==> config.mk <==
export PLATFORM = sky130hd
export DESIGN_NAME = tcam_search_d1
export DESIGN_NICKNAME = d
export VERILOG_FILES = /design/src/rtl/tcam_pkg.sv /design/src/rtl/tcam_lane_match.sv /design/src/rtl/tcam_search_d1.sv
export SDC_FILE = /design/constraint.sdc
export NUM_CORES = 1
export LEC_CHECK = 0
export BUFFER_PORTS_ARGS = -buffer_cell sky130_fd_sc_hd__buf_2
export CAP_MARGIN = 20
export CORE_AREA = 8 8 503 505
export CTS_CLUSTER_SIZE = 12
export DETAILED_ROUTE_END_ITERATION = 10
export DIE_AREA = 0 0 511 513
export GPL_TIMING_DRIVEN = 0
export PLACE_DENSITY = 0.31
export SETUP_SLACK_MARGIN = 0.15
export SYNTH_ARGS = -nofsm -noshare
export SYNTH_HDL_FRONTEND = slang
export SYNTH_SLANG_ARGS = --single-unit
==> constraint.sdc <==
create_clock -name clk -period 21.2 [get_ports clk]
set_input_delay 1.06 -clock clk [delete_from_list [all_inputs] [get_ports clk]]
set_output_delay 1.06 -clock clk [all_outputs]
set_load 0.005 [all_outputs]
==> src/rtl/tcam_pkg.sv <==
// Shared constants and helpers for the TCAM longest-prefix search engine.
// State encodings are plain constants so older tools and checkers can bind to them.
package tcam_pkg;

    localparam int TCAM_WIDTH      = 32;
    localparam int TCAM_ENTRIES    = 32;
    localparam int TCAM_INDEX_SIZE = 5;
    localparam int TCAM_LANES      = 8;
    localparam int TCAM_LEN_W      = 6;
    localparam int NGROUPS         = TCAM_ENTRIES / TCAM_LANES;

    localparam logic [1:0] ST_IDLE = 2'd0;
    localparam logic [1:0] ST_SCAN = 2'd1;
    localparam logic [1:0] ST_DONE = 2'd2;

    // Lengths beyond the key width behave as a full-width compare.
    function automatic logic [TCAM_LEN_W-1:0] len_clamp(input logic [TCAM_LEN_W-1:0] len);
        return (len > TCAM_LEN_W'(TCAM_WIDTH)) ? TCAM_LEN_W'(TCAM_WIDTH) : len;
    endfunction

    // Built one bit wider than the key so that len==0 yields an all-zero mask.
    function automatic logic [TCAM_WIDTH-1:0] prefix_mask(input logic [TCAM_LEN_W-1:0] len);
        logic [TCAM_WIDTH:0] m;
        m = ~(((TCAM_WIDTH+1)'(1) << (TCAM_LEN_W'(TCAM_WIDTH) - len_clamp(len)))
              - (TCAM_WIDTH+1)'(1));
        return m[TCAM_WIDTH-1:0];
    endfunction

endpackage

==> src/rtl/tcam_lane_match.sv <==
// Compares one group of lines against the key and reports the longest local match.
// On equal lengths the lowest offset is kept.
module tcam_lane_match
    import tcam_pkg::*;
#(
    parameter int LANES = TCAM_LANES,
    parameter int OFF_W = $clog2(TCAM_LANES)
) (
    input  logic [TCAM_WIDTH-1:0]       i_key,
    input  logic [LANES*TCAM_WIDTH-1:0] i_val,
    input  logic [LANES*TCAM_LEN_W-1:0] i_len,
    input  logic [LANES-1:0]            i_valid,
    output logic                        o_hit,
    output logic [TCAM_LEN_W-1:0]       o_len,
    output logic [OFF_W-1:0]            o_off
);

    logic [TCAM_WIDTH-1:0] w_val;
    logic [TCAM_WIDTH-1:0] w_mask;
    logic [TCAM_LEN_W-1:0] w_clen;
    logic                  w_match;

    always_comb begin
        o_hit   = 1'b0;
        o_len   = '0;
        o_off   = '0;
        w_val   = '0;
        w_mask  = '0;
        w_clen  = '0;
        w_match = 1'b0;
        for (int i = 0; i < LANES; i++) begin
            w_val   = i_val[i*TCAM_WIDTH +: TCAM_WIDTH];
            w_clen  = len_clamp(i_len[i*TCAM_LEN_W +: TCAM_LEN_W]);
            w_mask  = prefix_mask(w_clen);
            w_match = i_valid[i] && ((i_key & w_mask) == (w_val & w_mask));
            // Strict compare keeps the earlier lane on a tie.
            if (w_match && (!o_hit || (w_clen > o_len))) begin
                o_hit = 1'b1;
                o_len = w_clen;
                o_off = OFF_W'(i);
            end
        end
    end

endmodule

==> src/rtl/tcam_search_d1.sv <==
// Longest-prefix search over the TCAM entry memory, LANES lines per cycle.
// go/done handshake: go is sampled only in IDLE; done pulses for one cycle with final index/found.
module tcam_search_d1
    import tcam_pkg::*;
#(
    parameter int WIDTH      = TCAM_WIDTH,
    parameter int ENTRIES    = TCAM_ENTRIES,
    parameter int INDEX_SIZE = TCAM_INDEX_SIZE,
    parameter int LANES      = TCAM_LANES,
    parameter int LEN_W      = TCAM_LEN_W
) (
    input  logic                     clk,
    input  logic                     reset_n,
    input  logic                     go,
    input  logic [WIDTH-1:0]         key,
    input  logic [ENTRIES*WIDTH-1:0] entry_val,
    input  logic [ENTRIES*LEN_W-1:0] entry_len,
    input  logic [ENTRIES-1:0]       entry_valid,
    output logic [INDEX_SIZE-1:0]    index,
    output logic                     found,
    output logic                     done
);

    localparam int GRP_W = $clog2(NGROUPS);
    localparam int OFF_W = $clog2(LANES);

    logic [1:0]            r_state;
    logic [GRP_W-1:0]      r_grp;
    logic [WIDTH-1:0]      r_key;
    logic                  r_hit;
    logic [LEN_W-1:0]      r_best_len;
    logic [INDEX_SIZE-1:0] r_best_idx;
    logic [INDEX_SIZE-1:0] r_index;
    logic                  r_found;
    logic                  r_done;

    logic [LANES*WIDTH-1:0] w_grp_val;
    logic [LANES*LEN_W-1:0] w_grp_len;
    logic [LANES-1:0]       w_grp_valid;
    logic                   w_hit;
    logic [LEN_W-1:0]       w_len;
    logic [OFF_W-1:0]       w_off;
    logic                   w_take;
    logic                   w_last;
    logic                   w_nxt_hit;
    logic [LEN_W-1:0]       w_nxt_len;
    logic [INDEX_SIZE-1:0]  w_nxt_idx;

    // Entry buses are read live for the group currently being scanned.
    assign w_grp_val   = entry_val[int'(r_grp)*(LANES*WIDTH) +: LANES*WIDTH];
    assign w_grp_len   = entry_len[int'(r_grp)*(LANES*LEN_W) +: LANES*LEN_W];
    assign w_grp_valid = entry_valid[int'(r_grp)*LANES +: LANES];

    tcam_lane_match #(
        .LANES (LANES),
        .OFF_W (OFF_W)
    ) u_lane_match (
        .i_key   (r_key),
        .i_val   (w_grp_val),
        .i_len   (w_grp_len),
        .i_valid (w_grp_valid),
        .o_hit   (w_hit),
        .o_len   (w_len),
        .o_off   (w_off)
    );

    // Earlier groups win ties, so a later group must be strictly longer.
    always_comb begin
        w_take    = w_hit && (!r_hit || (w_len > r_best_len));
        w_nxt_hit = r_hit | w_hit;
        w_nxt_len = w_take ? w_len : r_best_len;
        w_nxt_idx = w_take ? {r_grp, w_off} : r_best_idx;
        w_last    = (r_grp == GRP_W'(NGROUPS-1));
    end

    always_ff @(posedge clk or negedge reset_n) begin
        if (!reset_n) begin
            r_state    <= ST_IDLE;
            r_grp      <= '0;
            r_key      <= '0;
            r_hit      <= 1'b0;
            r_best_len <= '0;
            r_best_idx <= '0;
            r_index    <= '0;
            r_found    <= 1'b0;
            r_done     <= 1'b0;
        end else begin
            r_done <= 1'b0;
            case (r_state)
                ST_IDLE: begin
                    if (go) begin
                        r_key      <= key;
                        r_hit      <= 1'b0;
                        r_best_len <= '0;
                        r_best_idx <= '0;
                        r_grp      <= '0;
                        r_state    <= ST_SCAN;
                    end
                end
                ST_SCAN: begin
                    r_hit      <= w_nxt_hit;
                    r_best_len <= w_nxt_len;
                    r_best_idx <= w_nxt_idx;
                    r_grp      <= r_grp + GRP_W'(1);
                    if (w_last) begin
                        r_state <= ST_DONE;
                        r_index <= w_nxt_idx;
                        r_found <= w_nxt_hit;
                        r_done  <= 1'b1;
                    end
                end
                ST_DONE: r_state <= ST_IDLE;
                default: r_state <= ST_IDLE;
            endcase
        end
    end

    assign index = r_index;
    assign found = r_found;
    assign done  = r_done;

endmodule

==> impl_results.md <==
* H-tree levels at 2
* Distinct cells, synth at 109
* Fin util at between 10% and 20%
* Met2 Use GR at 35.9%
* Crit-path max FO at 10
* Syn Nets at 3652
* Clock transition at path regs at 0.10 ns
* DR iter-0 viols at 2884
* Post-Synthesis Cell Area at around 21000 um^2
* Clock sink count at 55
* Largest net degree at the start of global routing at 54
* FILL cells at 28200
* I/O Buffers at between 1000 and 1500
* Final Power at between 0.005 and 0.006 W
* Cell taking the most area after synthesis: mux4_2
* IO Pins at roughly 1300
* CTS Buf Count at 5
* Routed wire length at around 340000 um
* Clk buf depth at 2
* Gr ovfl total at 0
* Wire length per cell at 48.1 um
* DRC violations left at 0
* RD Place Congestion at between 0.9 and 1
* Crit. End Element: flip-flop
* Initial antenna violation count at between 400 and 500
* Setup violations, final at 0
* Number of synthesized register bits at 55
* Cts hold-fix bufs at 0
* Leakage power at ~13 nW
* Area grow syn2layout at 60.0%
* Via Count at slightly above 30000
* Cell Rows at ~180
* Crit path required time at around 21 ns
* Clk_skew at just under 0.02 ns
* Slew Viols, Final at 0
* First-pass GRT wire length at 407000 um
* Core ar. at 245000 um^2
* FMAX at 49.8 MHz
* Max-slew headroom at roughly 20%
* List of most frequent post-synthesis cells: 305 x mux4_2, 192 x xnor2_1, 153 x nand2_1, 110 x o21ai_0
* Hold Path Class: reg2reg
* CTS tree: yes
* Via-to-Cell Ratio at 4.41
* Most used cell, CP: o21a_1
* Share of the synthesized area in the top cell type at between 30% and 40%
* RSZ-0062 raised after global routing: false
* Least-Margin Pin Slew at ~1.2 ns
* Root buf cell: clkbuf_16
* Final worst-path cycle share at 94.7%
* Sequential share of the synthesized area at under 10%
* CP max stage cell: nor4_4
* DPL Wire Length at about 300000 um
* Count leader, synth: mux4_2
* Die width at between 500 and 600 um
* Ys Warns at 0
* Met3 Track Usage GR at 13.5%
* Fin nets at ~5000
* Avg Inst Size Synth at between 9 and 10 um^2
* P per Cell Area at about 170 nW/um^2
* Die Height at 513 um
* GR Util met1 at 29.7%
* Post-synth EDFFs at 0
* First-pass detailed-route iteration total at 5
* Syn Inst Count at approximately 2300
* Critical path's largest stage delay at 0.44 ns
* Vias in the first global route at between 20000 and 30000
* CP Class: reg2reg
* Startpoint types: flip-flop
* Synth top area cells: mux4_2 32%, xnor2_1 7.9%, dfrtp_1 6.4%
* Latest clock arrival within the worst-skew pair at roughly 0.35 ns
* Status: complete, no violations
* Peak VDD IR at 0.0000608 V
* Minimum clock period at 20.07 ns
* MaxCap Viol Count at 0
* Endpoints failing hold at 0
* Layout cell share with drive strength beyond 1 at 52.8%
* FFs w/ async S/R, synth at 100%
* Initial cell density of the core at 8.74%
* Die area at between 200000 and 300000 um^2
* Antenna viol nets, final at 0
* Total Routing Usage GR at 24.5%
* Crit path DAT at between 20 and 25 ns
* Global routing's busiest layer: met2
* Ys flop type: dfrtp_1
==> flip-flops by register name, summed over array words and instances (netlist names) <==
signal,cells
done,1
found,1
index,5
r_best_idx,5
r_best_len,6
r_grp,2
r_hit,1
r_key,32
r_state,2
==> layer usage <==
layer  wire length [um]  up-vias
met5               1940        -
met4              18000      280
met3              41600      738
met2             138000     2385
met1             140000    15500
li1                   -    12200
==> stage by stage <==
step | setup WS [ns] | cells | TNS (ns) | hold WS (ns) | area, um^2
CTS | 0.158 | 6876 | 0 | 0.455 | 33300
floorplan | 3.40 | 2312 | 0 | 0.426 | 21400
global route | 0.123 | 6978 | 0 | 0.475 | 34000
finish | 1.13 | 7062 | 0 | 0.457 | 34300
global placement | -4.50 | 6821 | -67.73 | 0.439 | 31900
detailed placement | -2.80 | 6849 | -40.90 | 0.441 | 32500
==> cell families (layout without fill, tap and decap cells) <==
| family | Yosys count | after routing | synth area share [%] |
|---|---|---|---|
| xor gates and xnor gates | 285 | 285 | 11.7 |
| adders and majority gates | 64 | 64 | 3.66 |
| DFF | 55 | 55 | 6.43 |
| muxes | 378 | 378 | 36.0 |
| AOI/OAI and AO/OA | 580 | 580 | 18.8 |
| and+or+nand+nor | 668 | 668 | 16.9 |
| other | 0 | 143 | 0 |
| buffers and inverters | 282 | 1669 | 6.49 |
==> final cells by class <==
class | count | area, um^2 | share of cell area [%]
Antenna cell | 143 | 358 | 1.04
Buffer | 207 | 1590 | 4.65
Clock buffer | 5 | 125 | 0.365
Clock inverter | 3 | 28.8 | 0.0840
Inverter | 75 | 285 | 0.833
Multi-Input combinational cell | 1975 | 18900 | 55.2
Sequential cell | 55 | 1380 | 4.03
Tap cell | 3220 | 4030 | 11.8
Timing Repair Buffer | 1379 | 7550 | 22.0
==> power by group <==
part / switching (W) / internal, W / leakage, nW / total (W)
logic: 0.00373 / 0.00195 / 12.6 / 0.00569
clock network: 0.0000580 / 0.0000457 / 0.0768 / 0.000104
registers: 0.0000140 / 0.000144 / 0.685 / 0.000158
==> final timing paths <==
kind / startpoint / end / slack, ns / cells past startpoint
worst max-delay path: r_grp[1] / r_best_len[0] / 1.13 / 109
worst min-delay path: r_state[1] / r_state[0] / 0.46 / 1
worst max register to register: r_grp[1] / r_best_len[0] / 1.13 / 109
worst min register to register: r_state[1] / r_state[0] / 0.46 / 1
max in group asynchronous: reset_n / r_key[4] / 20.07 / 2
min in group asynchronous: reset_n / index[4] / 0.50 / 1
==> worst max-delay path: cells and delay by family (launching register included) <==
kind / cells / cell delay (ns)
AO/OA/AOI/OAI: 55 / 9.11
XOR/XNOR: 1 / 0.17
adder cells (fa/ha/maj): 8 / 1.97
buffers and inverters: 11 / 2.44
flip-flops: 1 / 0.42
multiplexers: 1 / 0.36
AND/OR/NAND/NOR: 33 / 5.28
==> what timing repair did <==
item	CTS	global route
buffers inserted	19	42
setup endpoints to repair	16	16
gates resized for setup	107	71
pin swaps	5	13
==> layout by cell type, fill, tap and decap left out, drive strengths merged, types with 43 or more instances in the layout <==
master     n
dfrtp     55
nand2    153
inv       72
diode    143
clkbuf    84
nor2     105
xnor2    192
a21oi    105
nor3      66
buf     1507
nand3     62
xor2      93
ha        57
nand2b    43
o21ai    127
mux4     308
Power figures use the tool's default switching activity.
